## src/rtl/gpu_pkg.sv

```systemverilog
// Shared definitions for the GPU memory path.
// Contents:
//   OP_LW / OP_SW  - opcodes that the memory sequencer acts on
//   seq_state_t    - memory sequencer FSM states
//   is_mem_op()    - true when an opcode is a load or a store
package gpu_pkg;

    localparam logic [3:0] OP_LW = 4'b0110;
    localparam logic [3:0] OP_SW = 4'b0111;

    typedef enum logic [1:0] {
        ST_IDLE,
        ST_ISSUE,
        ST_WAIT_RSP,
        ST_DONE
    } seq_state_t;

    function automatic logic is_mem_op(input logic [3:0] opcode);
        return (opcode == OP_LW) || (opcode == OP_SW);
    endfunction

endpackage

```

## src/rtl/lane_prio_enc.sv

```systemverilog
// Lowest-set-bit priority encoder used to pick the next warp lane to service.
// Ports:
//   req   in  NUM_LANES  lanes still waiting for service
//   idx   out LANE_W     index of the lowest set bit of req (0 when none)
//   valid out 1          at least one bit of req is set
module lane_prio_enc #(
    parameter int NUM_LANES = 16,
    parameter int LANE_W    = $clog2(NUM_LANES)
) (
    input  logic [NUM_LANES-1:0] req,
    output logic [LANE_W-1:0]    idx,
    output logic                 valid
);

    // Scanning from the top down lets the lowest set bit win the last write.
    always_comb begin
        idx   = '0;
        valid = |req;
        for (int i = NUM_LANES - 1; i >= 0; i--) begin
            if (req[i]) begin
                idx = LANE_W'(i);
            end
        end
    end

endmodule

```

## src/rtl/mem_sequencer.sv

```systemverilog
// Serialises a warp-wide load or store into single-word memory requests.
// A load/store instruction is captured in IDLE; lanes are then serviced in
// ascending lane order. Stores are posted (one request per active lane).
// Loads keep one request outstanding and every pending lane sharing the
// returned address is filled from the same response (coalescing).
// Ports:
//   clk, reset        clock, synchronous active-high reset
//   op                instruction opcode (OP_LW / OP_SW act, others ignored)
//   active_mask       lanes taking part in the instruction
//   addr_in, sw_data  per-lane address / store data, lane i at [i*W +: W]
//   lw_out            per-lane load results, lane i at [i*DATA_W +: DATA_W]
//   stall             hold the pipeline while the sequencer is busy
//   done              one-cycle pulse when the instruction has completed
//   mem_req_*         request channel (valid/ready, we, addr, wdata)
//   mem_rsp_*         load response channel (valid, rdata)
module mem_sequencer
    import gpu_pkg::*;
#(
    parameter int NUM_LANES = 16,
    parameter int ADDR_W    = 16,
    parameter int DATA_W    = 16,
    parameter int LANE_W    = $clog2(NUM_LANES)
) (
    input  logic                        clk,
    input  logic                        reset,
    input  logic [3:0]                  op,
    input  logic [NUM_LANES-1:0]        active_mask,
    input  logic [NUM_LANES*ADDR_W-1:0] addr_in,
    input  logic [NUM_LANES*DATA_W-1:0] sw_data,
    output logic [NUM_LANES*DATA_W-1:0] lw_out,
    output logic                        stall,
    output logic                        done,
    output logic                        mem_req_valid,
    input  logic                        mem_req_ready,
    output logic                        mem_we,
    output logic [ADDR_W-1:0]           mem_addr,
    output logic [DATA_W-1:0]           mem_wdata,
    input  logic                        mem_rsp_valid,
    input  logic [DATA_W-1:0]           mem_rdata
);

    seq_state_t state;
    seq_state_t state_next;

    logic [NUM_LANES-1:0] pending;
    logic                 is_store;
    logic [ADDR_W-1:0]    shadow_addr [NUM_LANES];
    logic [DATA_W-1:0]    shadow_data [NUM_LANES];
    logic [ADDR_W-1:0]    cur_addr;
    logic [DATA_W-1:0]    lw_q [NUM_LANES];

    logic [LANE_W-1:0]    cur_lane;
    logic                 lane_valid;
    logic                 req_fire;

    lane_prio_enc #(
        .NUM_LANES (NUM_LANES),
        .LANE_W    (LANE_W)
    ) u_prio (
        .req   (pending),
        .idx   (cur_lane),
        .valid (lane_valid)
    );

    always_ff @(posedge clk) begin
        if (reset) begin
            state <= ST_IDLE;
        end else begin
            state <= state_next;
        end
    end

    // Next-state and output decode. Request outputs are driven straight from
    // the pending mask and the shadow arrays, which only change on a
    // handshake, so they stay stable while the memory back-pressures.
    // Requests are gated by reset so an aborted operation cannot complete a
    // handshake in the reset cycle itself.
    always_comb begin
        state_next    = state;
        stall         = 1'b0;
        done          = 1'b0;
        mem_req_valid = 1'b0;
        mem_we        = 1'b0;
        mem_addr      = '0;
        mem_wdata     = '0;
        req_fire      = 1'b0;
        case (state)
            ST_IDLE: begin
                if (is_mem_op(op)) begin
                    stall      = 1'b1;
                    state_next = ST_ISSUE;
                end
            end
            ST_ISSUE: begin
                stall = 1'b1;
                if (!lane_valid) begin
                    state_next = ST_DONE;
                end else if (!reset) begin
                    mem_req_valid = 1'b1;
                    mem_we        = is_store;
                    mem_addr      = shadow_addr[cur_lane];
                    mem_wdata     = is_store ? shadow_data[cur_lane] : '0;
                    req_fire      = mem_req_ready;
                    if (mem_req_ready && !is_store) begin
                        state_next = ST_WAIT_RSP;
                    end
                end
            end
            ST_WAIT_RSP: begin
                stall = 1'b1;
                if (mem_rsp_valid) begin
                    state_next = ST_ISSUE;
                end
            end
            ST_DONE: begin
                done       = 1'b1;
                state_next = ST_IDLE;
            end
            default: begin
                state_next = ST_IDLE;
            end
        endcase
    end

    // Instruction capture, lane bookkeeping and load result writeback.
    // A response fills every still-pending lane whose address matches the
    // outstanding one, so duplicate addresses cost a single memory access.
    always_ff @(posedge clk) begin
        if (reset) begin
            pending  <= '0;
            is_store <= 1'b0;
            cur_addr <= '0;
            for (int i = 0; i < NUM_LANES; i++) begin
                shadow_addr[i] <= '0;
                shadow_data[i] <= '0;
                lw_q[i]        <= '0;
            end
        end else begin
            case (state)
                ST_IDLE: begin
                    if (is_mem_op(op)) begin
                        is_store <= (op == OP_SW);
                        pending  <= active_mask;
                        for (int i = 0; i < NUM_LANES; i++) begin
                            shadow_addr[i] <= addr_in[i*ADDR_W +: ADDR_W];
                            shadow_data[i] <= sw_data[i*DATA_W +: DATA_W];
                        end
                    end
                end
                ST_ISSUE: begin
                    if (req_fire) begin
                        if (is_store) begin
                            pending[cur_lane] <= 1'b0;
                        end else begin
                            cur_addr <= shadow_addr[cur_lane];
                        end
                    end
                end
                ST_WAIT_RSP: begin
                    if (mem_rsp_valid) begin
                        for (int j = 0; j < NUM_LANES; j++) begin
                            if (pending[j] && (shadow_addr[j] == cur_addr)) begin
                                pending[j] <= 1'b0;
                                lw_q[j]    <= mem_rdata;
                            end
                        end
                    end
                end
                default: begin
                end
            endcase
        end
    end

    always_comb begin
        lw_out = '0;
        for (int i = 0; i < NUM_LANES; i++) begin
            lw_out[i*DATA_W +: DATA_W] = lw_q[i];
        end
    end

endmodule

```

## config.mk

```make
export PLATFORM = sky130hd
export DESIGN_NAME = mem_sequencer
export DESIGN_NICKNAME = d
export VERILOG_FILES = /design/src/rtl/gpu_pkg.sv /design/src/rtl/lane_prio_enc.sv /design/src/rtl/mem_sequencer.sv
export SDC_FILE = /design/constraint.sdc
export NUM_CORES = 1
export LEC_CHECK = 0
export CAP_MARGIN = 20
export CORE_AREA = 5 5 329 331
export CTS_CLUSTER_SIZE = 16
export DETAILED_ROUTE_END_ITERATION = 12
export DIE_AREA = 0 0 334 336
export GPL_TIMING_DRIVEN = 0
export HOLD_SLACK_MARGIN = 0.08
export PLACE_DENSITY = 0.57
export SETUP_SLACK_MARGIN = 0.5
export SLEW_MARGIN = 10
export SYNTH_ARGS = -nofsm -noshare
export SYNTH_HDL_FRONTEND = slang
export SYNTH_SLANG_ARGS = --single-unit
```

## constraint.sdc

```tcl
create_clock -name clk -period 22.5 [get_ports clk]
set_input_delay 2.25 -clock clk [delete_from_list [all_inputs] [get_ports clk]]
set_output_delay 2.25 -clock clk [all_outputs]
set_load 0.05 [all_outputs]
```

==> results of run 1 <==
[per-layer routing]
metal  up-vias  global-route usage, %  wire length [µm]
met5         -                      0                42
met4         8                   12.7              7990
met3       295                   5.89             13300
met2      1548                   47.1             79700
met1     13965                   35.2             64100
li1      12453                      -                 -
[through the flow]
| stage | total power [mW] | hold slack (ns) |
|---|---|---|
| after CTS | 6.01 | 0.493 |
| final | 6.05 | 0.491 |
| after floorplan | 3.52 | 0.453 |
| after global placement | 4.64 | 0.478 |
| after global routing | 6.23 | 0.525 |
| after detailed placement | 4.58 | 0.482 |
[kinds of logic (layout without fill, tap and decap cells)]
family / count (synthesis) / after routing / synth area share [%]
muxes: 89 / 89 / 2.44
AOI/OAI and AO/OA: 365 / 365 / 7.71
and+or+nand+nor: 1118 / 1118 / 16.7
xor gates and xnor gates: 256 / 256 / 6.04
adders and majority gates: 4 / 4 / 0.135
buffers and inverters: 261 / 1282 / 3.03
DFF: 803 / 803 / 64.0
other: 0 / 23 / 0
[worst paths after layout]
kind              slack, ns   startpoint           end  depth (start not counted)
setup / recovery      14.90        reset  mem_wdata[5]                          8
setup reg to reg      17.49  cur_addr[5]  lw_q[0][110]                          9
hold / removal         0.49     is_store      is_store                          2
hold reg to reg        0.49     is_store      is_store                          2
[worst register-to-register path, cell delays in order, from the launching register on]
cell      delay, ns
dfxtp_1        0.30
clkbuf_1       0.88
buf_2          0.65
xnor2_1        0.20
nand4_1        0.13
nor4_1         0.80
nand3_1        0.42
or2_2          0.40
buf_2          0.20
nand2b_1       0.65
[registers in the layout, indices dropped and copies added (netlist names)]
| name | cells |
|---|---|
| lw_q | 256 |
| shadow_addr | 256 |
| shadow_data | 256 |
| cur_addr | 16 |
| pending | 16 |
| state | 2 |
| is_store | 1 |
[placed cells by master, fill, tap and decap left out, drive strengths merged, types with 33 or more instances in the layout]
| master | instances |
|---|---|
| nand2 | 89 |
| inv | 41 |
| buf | 91 |
| edfxtp | 768 |
| nand3 | 88 |
| dfxtp | 35 |
| a21oi | 74 |
| nor2 | 228 |
| o21ai | 50 |
| nor2b | 203 |
| xnor2 | 240 |
| nand4 | 56 |
| mux2i | 78 |
| and2 | 322 |
| clkdlybuf4s50 | 843 |
| clkbuf | 267 |
| nand2b | 33 |
[area by class of cell]
class,count,area (µm²),area share [%]
Sequential cell,803,23800,47.0
Multi-Input combinational cell,1832,12300,24.3
Timing Repair Buffer,859,8770,17.3
Clock buffer,113,2340,4.63
Tap cell,1391,1740,3.44
Buffer,229,1010,1.99
Clock inverter,49,465,0.921
Inverter,32,120,0.238
Antenna cell,23,57.6,0.114
[power by group through the flow]
| stage | Sequential, mW | Clock [mW] | Combinational [mW] |
|---|---|---|---|
| after detailed placement | 1.91 | 0 | 2.67 |
| final | 1.88 | 1.43 | 2.74 |
| after global placement | 1.99 | 0 | 2.65 |
| after floorplan | 2.01 | 0 | 1.52 |
| after global routing | 1.89 | 1.51 | 2.83 |
| after CTS | 1.88 | 1.45 | 2.68 |
==> metrics.cfg, run 1 <==
[run_status]
status = completed

[clocking]
cts_buffers = 89
clockBufferDepth = 3
cts.clk_slew.worst_paths_ns = 0.06
cts_resized = 0
clock_latency_ns = 0.68
htreeDepth = 3
cts_tree = done
cts_setup_buffers = 0
hold_buffers = 0
cts-root-buf = clkbuf_16
cts.sinks = 803

[job]
drv_cap = 0

[floorplan]
fp.dieW_um = 334
die-area_mm2 = 0.112
core_mm2 = 0.105
start_util_pct = 35.4
die_h_um = 336
io_pins = 844
fp-row-count = 119

[synth]
yosysTopAreaCellShare_pct = 62.1
yosysTopAreaCell = edfxtp_1
syn_area_mm2 = 0.0371
synth_warnings = 0
ys_types = 78
yosysMostFrequentCell = edfxtp_1
synth-async-reset-ratio_pct = 0
syn_area_per_cell_um2 = 12.8
synthesis.instances = 2896
synthTopCellsByCount = 768 x edfxtp_1, 322 x and2_1, 240 x xnor2_1
synth-seq-cells = 803
synth-seq-area-share_pct = 64.0
synth_area_leaders = edfxtp_1 62%, xnor2_1 5.7%, and2_1 5.4%, nor2b_1 3.4%, nor2_1 2.3%
synth_nets = 3452
ys.flop_type = edfxtp_1
synth_edf_count = 768

[detailed_routing]
drc = 0
post_drt_via_cell_ratio = 5.30
vias = 28269
totalWireLength_mm = 165
drtIter0Drc = 3264
final_antenna_net_count = 0
wl_per_cell_um = 31.0
first_pass_iters = 8

[grt]
grt_pass1_vias = 27900
grt_max_degree = 65
gr-usage-all-layers_pct = 28.1
grt_antenna_before_repair = 36
grt_overflow_total = 0
grt_pass1_wl_mm = 220

[cells_and_area]
stdcell_count = 5331
postLayoutCellArea_mm2 = 0.0505
final_core_util_pct = 48.2
final_layout_size_suffix_gt1_share_pct = 7.00
final_nets = 4402
area_growth_pct = 36.0
fillers = 9553

[sta]
finalHoldViolCount = 0
min_period_ns = 7.60
fin_tns_setup_ns = 0
rsz0062_at_grt = false
relSlewSlack_pct = 19.5
finalCritPeriodShare_pct = 33.8
setup_ws_ns = 14.90
clock-skew-final_ns = 0.0281
setup_viol = 0
worst_slew_pin_slew_ns = 1.21
fmax_mhz = 132
drv_slew = 0

[setup_path]
critPathMaxStageDelay_ns = 0.88
worstPathArrival_ns = 5.35
crit_required_ns = 20.25
cp_num_buf_inv = 4
critPathKind = in -> out
crit_chain = clkdlybuf4s50_1 -> nand3b_2 -> inv_1 -> nand2_1 -> buf_2 -> a31oi_1 -> and4_1 -> clkdlybuf4s50_1
cp_common_cell = clkdlybuf4s50_1
startpoint_type = primary input
critPathTopFamily = buffers and inverters
cp_slowest_cell = clkdlybuf4s50_1
end_kind = output port
crit_path_max_fanout = 10

[pwr]
leakage_nw = 17.5
power.share.clock_pct = 23.6
power.density_mw_per_mm2 = 120
p_int_mw = 3.48
power_frac_seq_pct = 31.2
switchingPower_mw = 2.57
power_frac_comb_pct = 45.2
switching_share_pct = 42.5
ir_drop_mv = 0.0939

[placed_design]
dpl-instance-area_mm2 = 0.0477
io_buffers = 843
gp_congestion = 0.972
pre_cts_slack_ns = 14.87
place_inst = 5146
dp_hpwl_mm = 131

[min_path]
hp-class = reg -> reg

Power figures use the tool's default switching activity.
==> inputs of run 2 (changes only) <==
CORE_AREA = 5 5 326 328   (was 5 5 329 331)
DIE_AREA = 0 0 331 333   (was 0 0 334 336)
PLACE_DENSITY = 0.6   (was 0.57)
clock period = 6.31 ns   (was 22.5 ns; I/O delays follow)
==> metrics.cfg, run 2 (synthesis gave the netlist of run 1 again) <==
[cells_and_area]
area_growth_pct = 35.6
final_cell_mix = 843 x clkdlybuf4s50_1, 768 x edfxtp_1, 322 x and2_1
final_layout_size_suffix_gt1_share_pct = 6.81  ; -0.19 points
final_common_cell = clkdlybuf4s50_1
final_nets = 4398  ; -0.091%
final_core_util_pct = 48.9  ; +0.73 points
postLayoutCellArea_mm2 = 0.0504  ; -0.34%
biggestRegsByFlops = lw_q (256), shadow_addr (256), shadow_data (256)

[setup_path]
ff2ff_setup_slack_ns = 1.25  ; -16.24 ns
crit_path_max_fanout = 10  ; unchanged
critPathTopFamily = buffers and inverters
critPathKind = reg -> out
cp_num_buf_inv = 4  ; unchanged
r2r_start = cur_addr[4]
worstRegToRegCells = 9  ; unchanged
crit_required_ns = 5.68  ; -14.57 ns
crit_chain = clkbuf_1 -> a221oi_2 -> o211ai_2 -> buf_2 -> clkbuf_1 -> and3_1 -> a211oi_1 -> a2111oi_0 -> and4_1 -> clkdlybuf4s50_1
cp_slowest_cell = a2111oi_0
end_kind = output port
worstPathArrival_ns = 5.06  ; -0.29 ns
startpoint_type = flip-flop
critPathMaxStageDelay_ns = 0.86  ; -0.02 ns
r2r-end = lw_q[0][60]
cp_common_cell = clkbuf_1

[clocking]
htreeDepth = 3  ; unchanged
cts.clk_slew.worst_paths_ns = 0.06  ; about the same
cts_buffers = 85  ; -4.5%
clockBufferDepth = 3  ; unchanged
cts.sinks = 803  ; unchanged
cts_tree = done
clock_latency_ns = 0.67  ; about the same
cts_setup_buffers = 0  ; unchanged
cts-root-buf = clkbuf_16

[sta]
finalHoldViolCount = 0  ; unchanged
finalCritPeriodShare_pct = 90.2
clock-skew-final_ns = 0.0295  ; +0.00142 ns
drv_slew = 0  ; unchanged
fmax_mhz = 176
setup_viol = 0  ; unchanged
relSlewSlack_pct = 14.8  ; -4.7 points
setup_ws_ns = 0.618  ; -14.28 ns
min_period_ns = 5.69
worst_slew_pin_slew_ns = 1.25  ; +0.0383 ns
rsz0062_at_grt = false

[run_status]
status = completed

[placed_design]
pre_cts_slack_ns = 1.24  ; -13.63 ns
gp_congestion = 0.964  ; -0.79%
dp_hpwl_mm = 130  ; -0.73%
dpl-instance-area_mm2 = 0.0476  ; about the same
io_buffers = 843  ; unchanged

[detailed_routing]
vias = 28397  ; +0.45%
drtIter0Drc = 3173  ; -2.8%
wl_per_cell_um = 30.7  ; -0.77%
final_antenna_net_count = 0  ; unchanged
post_drt_via_cell_ratio = 5.35  ; +0.81%
first_pass_iters = 7  ; -1
totalWireLength_mm = 163  ; -1.1%
drc = 0  ; unchanged

[grt]
grt_overflow_total = 0  ; unchanged
grt_pass1_wl_mm = 219  ; -0.51%
grt_antenna_before_repair = 46  ; +28%
gr-usage-all-layers_pct = 28.5  ; +0.36 points
grt_max_degree = 68  ; +4.6%
grt_pass1_vias = 27741  ; -0.57%

[floorplan]
die_h_um = 333  ; -0.89%
fp-row-count = 118  ; -0.84%
start_util_pct = 36.1  ; +0.66 points
die-area_mm2 = 0.110  ; -1.8%
core_mm2 = 0.103  ; -1.8%
fp.dieW_um = 331  ; -0.90%
io_pins = 844  ; unchanged

[pwr]
power.density_mw_per_mm2 = 422  ; +250%
leakage_nw = 17.4  ; -0.46%
power_mw = 21.3  ; +250%
ir_drop_mv = 0.496  ; +430%

[min_path]
min_from = is_store
min_path_cells = 2  ; unchanged
hold_path_end = is_store
hp-class = reg -> reg

[job]
drv_cap = 0  ; unchanged

run 2: cell count changes in the layout (fill, tap and decap cells not counted), sizes merged:
cell,before,now
inv,41,37
diode,23,26
clkbuf,267,259
bufinv,6,5
clkinv,29,32
clkinvlp,5,4
run 2: cell type report:
| class | instances | area [µm²] |
|---|---|---|
| diodes | 26 | 65.1 |
| plain buffers | 229 | 1010 |
| clock buffers | 105 | 2240 |
| clock inverters | 46 | 388 |
| fillers | 9213 | 52600 |
| inverters | 32 | 120 |
| multi-input cells | 1832 | 12300 |
| flip-flops and latches | 803 | 23800 |
| well taps | 1380 | 1730 |
| repair buffers | 859 | 8760 |
run 2: report_power, final:
group	internal, mW	leakage, nW	switching, mW
clock	2.73	1.27	2.15
combinational	3.12	7.98	6.56
sequential	6.38	8.18	0.331
run 2: stage by stage:
step,hold slack [ns],cells,TNS (ns)
6_report,0.520,5312,0
5_1_grt,0.563,5307,0
4_1_cts,0.520,5286,0
3_5_place_dp,0.505,5135,0
3_3_place_gp,0.488,5119,-1161.23
2_1_floorplan,0.453,2896,0
run 2: what timing repair did:
action / 4_1_cts / 5_1_grt
setup endpoints to repair: 0 / 2
gates resized for setup: 0 / 2
hold buffers: 0 / 0
run 2: worst max path at each step:
stage / start / to / slack (ns) / depth (start not counted)
4_1_cts: pending[13] / mem_wdata[4] / 0.52 / 10
3_3_place_gp: reset / shadow_addr[7][9] / -2.32 / 5
6_report: pending[12] / mem_wdata[1] / 0.62 / 10
3_5_place_dp: pending[13] / mem_wdata[4] / 1.24 / 10
2_1_floorplan: reset / shadow_addr[0][0] / 0.90 / 4
5_1_grt: pending[12] / mem_wdata[1] / 0.50 / 10
run 2: worst register-to-register path: cells and delay by family (launching register included):
kind,cells,cell delay [ns]
buffers and inverters,3,1.64
AND/OR/NAND/NOR,5,2.51
XOR/XNOR,1,0.21
flip-flops,1,0.31
run 2: metal layers:
layer / up-vias / global-route usage [%] / share of wire, %
met5: - / 0 / 0.053
met4: 12 / 12.3 / 4.6
met3: 320 / 5.78 / 8.6
met2: 1620 / 47.4 / 49
met1: 14000 / 36.1 / 38
li1: 12445 / - / -
